===== src/rtl/alu_chk_pkg.sv =====
// Shared types and the reference ALU model for the response checker.
// The opcode table lives here so every consumer computes the same expected result.
package alu_chk_pkg;

  typedef enum logic [3:0] {
    OP_ADD   = 4'd0,
    OP_SUB   = 4'd1,
    OP_AND   = 4'd2,
    OP_OR    = 4'd3,
    OP_XOR   = 4'd4,
    OP_NOTA  = 4'd5,
    OP_NAND  = 4'd6,
    OP_NOR   = 4'd7,
    OP_XNOR  = 4'd8,
    OP_SHL   = 4'd9,
    OP_SHR   = 4'd10,
    OP_ROL   = 4'd11,
    OP_ROR   = 4'd12,
    OP_INC   = 4'd13,
    OP_DEC   = 4'd14,
    OP_PASSB = 4'd15
  } alu_op_e;

  typedef struct packed {
    logic       co;
    logic [7:0] y;
  } alu_res_t;

  typedef enum logic [1:0] {
    ST_IDLE = 2'd0,
    ST_RUN  = 2'd1,
    ST_ERR  = 2'd2
  } chk_state_e;

  typedef struct packed {
    alu_op_e  op;
    alu_res_t exp;
  } chk_entry_t;

  localparam int ENTRY_W = $bits(chk_entry_t);

  // Bit 8 of the 9-bit unsigned result doubles as carry/borrow for the arithmetic ops.
  function automatic alu_res_t alu_ref_f(input logic [7:0] a, input logic [7:0] b,
                                         input alu_op_e op);
    logic [8:0] r;
    r = '0;
    case (op)
      OP_ADD:   r = {1'b0, a} + {1'b0, b};
      OP_SUB:   r = {1'b0, a} - {1'b0, b};
      OP_AND:   r = {1'b0, a & b};
      OP_OR:    r = {1'b0, a | b};
      OP_XOR:   r = {1'b0, a ^ b};
      OP_NOTA:  r = {1'b0, ~a};
      OP_NAND:  r = {1'b0, ~(a & b)};
      OP_NOR:   r = {1'b0, ~(a | b)};
      OP_XNOR:  r = {1'b0, ~(a ^ b)};
      OP_SHL:   r = {a, 1'b0};
      OP_SHR:   r = {a[0], 1'b0, a[7:1]};
      OP_ROL:   r = {a[7], a[6:0], a[7]};
      OP_ROR:   r = {a[0], a[0], a[7:1]};
      OP_INC:   r = {1'b0, a} + 9'd1;
      OP_DEC:   r = {1'b0, a} - 9'd1;
      OP_PASSB: r = {1'b0, b};
      default:  r = '0;
    endcase
    return alu_res_t'(r);
  endfunction

endpackage


===== src/rtl/alu_chk_delay.sv =====
// DEPTH-stage valid/payload shift register with synchronous flush of all valids.
// DEPTH=0 degenerates to a wire so the compare happens in the issuing cycle.
module alu_chk_delay
  import alu_chk_pkg::*;
#(
  parameter int DEPTH = 1,
  parameter int WIDTH = ENTRY_W
) (
  input  logic             clk,
  input  logic             rst_n,
  input  logic             flush_i,
  input  logic             valid_i,
  input  logic [WIDTH-1:0] data_i,
  output logic             valid_o,
  output logic [WIDTH-1:0] data_o,
  output logic             pending_o,
  output logic             occupied_o
);

  if (DEPTH == 0) begin : g_bypass
    logic unused_ok;
    assign unused_ok  = ^{clk, rst_n, flush_i};
    assign valid_o    = valid_i;
    assign data_o     = data_i;
    assign pending_o  = 1'b0;
    assign occupied_o = 1'b0;
  end else begin : g_shift
    logic [DEPTH-1:0] valid_q, valid_d;
    logic [WIDTH-1:0] data_q [DEPTH];
    logic [WIDTH-1:0] data_d [DEPTH];

    // NOTE: every bit of valid_d/data_d is assigned on every pass, so no latch is inferred.
    always_comb begin
      valid_d[0] = valid_i & ~flush_i;
      data_d[0]  = data_i;
      for (int i = 1; i < DEPTH; i++) begin
        valid_d[i] = valid_q[i-1] & ~flush_i;
        data_d[i]  = data_q[i-1];
      end
    end

    // NOTE: non-blocking assignments let every stage sample its neighbour's old value.
    always_ff @(posedge clk or negedge rst_n) begin
      if (!rst_n) begin
        valid_q <= '0;
        // NOTE: the payload array is reset too, so no state bit is left undefined after reset.
        for (int i = 0; i < DEPTH; i++) data_q[i] <= '0;
      end else begin
        valid_q <= valid_d;
        data_q  <= data_d;
      end
    end

    // pending: entries that will still be in flight after the next edge
    always_comb begin
      pending_o = 1'b0;
      for (int i = 0; i < DEPTH - 1; i++) pending_o = pending_o | valid_q[i];
    end

    assign valid_o    = valid_q[DEPTH-1];
    assign data_o     = data_q[DEPTH-1];
    assign occupied_o = |valid_q;
  end

endmodule


===== config.mk =====
export PLATFORM = sky130hd
export DESIGN_NAME = alu_chk_delay
export DESIGN_NICKNAME = d
export VERILOG_FILES = /design/src/rtl/alu_chk_pkg.sv /design/src/rtl/alu_chk_delay.sv
export SDC_FILE = /design/constraint.sdc
export NUM_CORES = 1
export LEC_CHECK = 0
export ABC_AREA = 1
export CAP_MARGIN = 0
export CORE_MARGIN = 1.5
export CORE_UTILIZATION = 25
export CTS_BUF_LIST = sky130_fd_sc_hd__clkbuf_4
export CTS_CLUSTER_SIZE = 25
export DETAILED_ROUTE_END_ITERATION = 16
export PLACE_DENSITY = 0.69
export SLEW_MARGIN = 0
export SYNTH_ARGS = -nofsm -noshare
export SYNTH_HDL_FRONTEND = slang
export SYNTH_SLANG_ARGS = --single-unit

===== constraint.sdc =====
create_clock -name clk -period 1.05 [get_ports clk]
set_input_delay 0.1575 -clock clk [delete_from_list [all_inputs] [get_ports clk]]
set_output_delay 0.1575 -clock clk [all_outputs]
set_load 0.02 [all_outputs]

==> results.md <==
- Outcome: completed
- Post-Syn Instances: 19
- Max_cap viols: 0
- Tcrit/Tclk final: 90.5%
- Startpoint types: register
- Power density over the cells: roughly 1500 nW/um^2
- CTS sink cnt: 14
- Post-Syn Area: between 300 and 400 sq um
- Main combinational cell family by area after synthesis: buffers and inverters
- DR pass1 iterations: 2
- Worst hold path class: primary input to asynchronous set/reset pin
- Antenna violations before repair: 0
- Io pins: 33
- Xor/xnor share of the synthesized area: 0%
- Grt ovf: 0
- Clk root buf: clkbuf_4
- # hold bufs at CTS: 0
- Fin. Hold Viols: 0
- Routed Wire Length: between 700 and 800 um
- Tmin final: 0.950 ns
- Final max-slew violation count: 0
- Slowest stage delay, CP: between 0.3 and 0.4 ns
- Critical path type: register to primary output
- Area post-placement: between 700 and 800 sq um
- CP Max Fanout: 2
- Initial Util: ~28%
- Remaining DRCs: 0
- Antenna Cells: 0
- Final antenna-violating net count: 0
- Crit end category: primary output
- Total number of yosys warnings: 0
- Worst-path cell chain: buf_2
- Final setup violation count: 0
- Register area share after synthesis: between 90% and 100%
- Die X: around 42 um
- Bufs on Longest Clock Path: 2
- Num CTS Buffers: 3
- Buf/Inv on CP: 1
- Synth Flop Type: dfrtp_1
- Synth top area share: 92.4%
- Synth Area in Adders: 0%
- CTS tree: yes
- Fillers: approximately 130
- Internal: 0.777 mW
- Area delta synth->final: 71.9%
- Synth Register Bits: 14
- 1st-iter DRT viols: 1
- Lkg Pwr: about 0.32 nW
- Synth Net Count: 36
- Commonest cells in the netlist: 14 x dfrtp_1, 2 x buf_4, 1 x conb_1, 1 x inv_1, 1 x nor2_2
- Dominant cell type by area after synthesis: dfrtp_1
- RSZ-0062 raised after global routing: false
- Core ar.: about 1400 sq um
- Reg area: about 350 sq um
- Area fraction in compound gates after synthesis: 0%
- Max frequency: around 1100 MHz
- Hold_ws: slightly below 0.2 ns
- Clock power frac: between 20% and 30%
- Sw frac: approximately 23%
- Reg clk slew, reported paths: 0.08 ns
- Site Rows: 13
- Vias: between 200 and 250
- DR vias/cell: 3.65
- Simple-Gate Fraction of Synth Area: between 1.5 and 2%
- Logic pwr share: approximately 14%
- Largest net degree at the start of global routing: 15
- GR Util All Layers: under 10%
- Wire per inst: approximately 11 um
- Setup Fix Bufs, Post-CTS: 0
- Largest cells by area after synthesis: dfrtp_1 92%, buf_4 4.0%, nor2_2 1.7%
- Max rail drop VDD: ~0.00062 V
- Layout Nets: 71
- Switch Pwr: ~0.23 mW
- Die H: 41.9 um
- Place WS: -0.0229 ns
- Vias in the first global route: approximately 250
- Die area: 1760 sq um
- Arr. time, crit path: 0.79 ns
- Final Cell Area: roughly 650 sq um
- Post-synthesis mux area share: 0%
- EDFF count, synth: 0
- Port Buffers: 31
- Most common cell in the netlist: dfrtp_1
- Async S/R FF share, synth: 100%
- Reg power frac: 56.5%
- Worst Setup Slack, final: between 0.1 and 0.15 ns
- Slowest stage cell on the critical path: dfrtp_1
- Family with the most delay on the worst path: flip-flops
- H-tree depth: 1
- Worst path required time: about 0.89 ns
- First-pass GRT wire length: 1160 um
- Placer congestion estimate: slightly above 0.6
- Post-synth cell types: 5
- Share of cells above drive strength 1: roughly 38%
- Syn_area_per_cell: around 20 sq um
- Area of the multi-input gates: ~10 sq um
[power by group through the flow]
| stage | clock network [mW] | registers, mW | logic, mW |
|---|---|---|---|
| after global placement | 0 | 0.583 | 0.175 |
| after CTS | 0.311 | 0.572 | 0.159 |
| after global routing | 0.344 | 0.573 | 0.155 |
| final | 0.294 | 0.570 | 0.146 |
| after floorplan | 0 | 0.621 | 0.0136 |
| after detailed placement | 0 | 0.583 | 0.176 |
[per-layer routing]
| layer | track usage (%) | share of wire [%] |
|---|---|---|
| met1 | 12.5 | 45 |
| met2 | 11.6 | 44 |
| met3 | 3.48 | 11 |
| met4 | 11.6 | 0 |
| met5 | 0 | 0 |
[worst paths after layout]
check | to | from | cells past startpoint
max | occupied_o | occupied_o | 1
min | data_o[10] | rst_n | 2
max in group asynchronous | data_o[5] | rst_n | 2
min in group clk | data_o[0] | data_i[0] | 1
[logic make-up after synthesis]
logic type	Yosys count
buf+inv	3
flops	14
other cells	1
simple gates	1
[timing repair]
| action | in CTS | in global routing |
|---|---|---|
| resized for setup | 52 | 8 |
| setup endpoints to repair | 15 | 8 |
| cloned | 0 | 0 |
[area by class of cell]
| type | count | area share [%] |
|---|---|---|
| Multi-Input combinational cell | 2 | 1.54 |
| Inverter | 1 | 0.576 |
| Clock buffer | 3 | 3.45 |
| Timing Repair Buffer | 32 | 37.2 |
| Tap cell | 15 | 2.88 |
| Clock inverter | 1 | 0.576 |
| Sequential cell | 14 | 53.7 |
[cells in the final DEF (no fill, tap or decap)]
cell type         n
nor2_2            1
clkbuf_4          3
clkinv_1          1
conb_1            1
clkdlybuf4s50_1  16
buf_2            15
dfrtp_1          14
inv_1             1
buf_4             1
[flip-flops by register name (all words and copies together), names as in the netlist]
| register | count |
|---|---|
| data_o | 13 |
| occupied_o | 1 |
[per-stage QoR]
| stage | utilization, % | setup TNS, ns | instances | power, mW |
|---|---|---|---|---|
| final | 48.3 | 0 | 68 | 1.01 |
| after global routing | 48.3 | 0 | 68 | 1.07 |
| after CTS | 52.0 | 0 | 68 | 1.04 |
| after detailed placement | 51.9 | -0.154 | 64 | 0.760 |
| after global placement | 51.9 | -0.101 | 64 | 0.758 |
| after floorplan | - | 0 | 19 | 0.635 |
No activity file was read; power rests on OpenSTA's default activity.
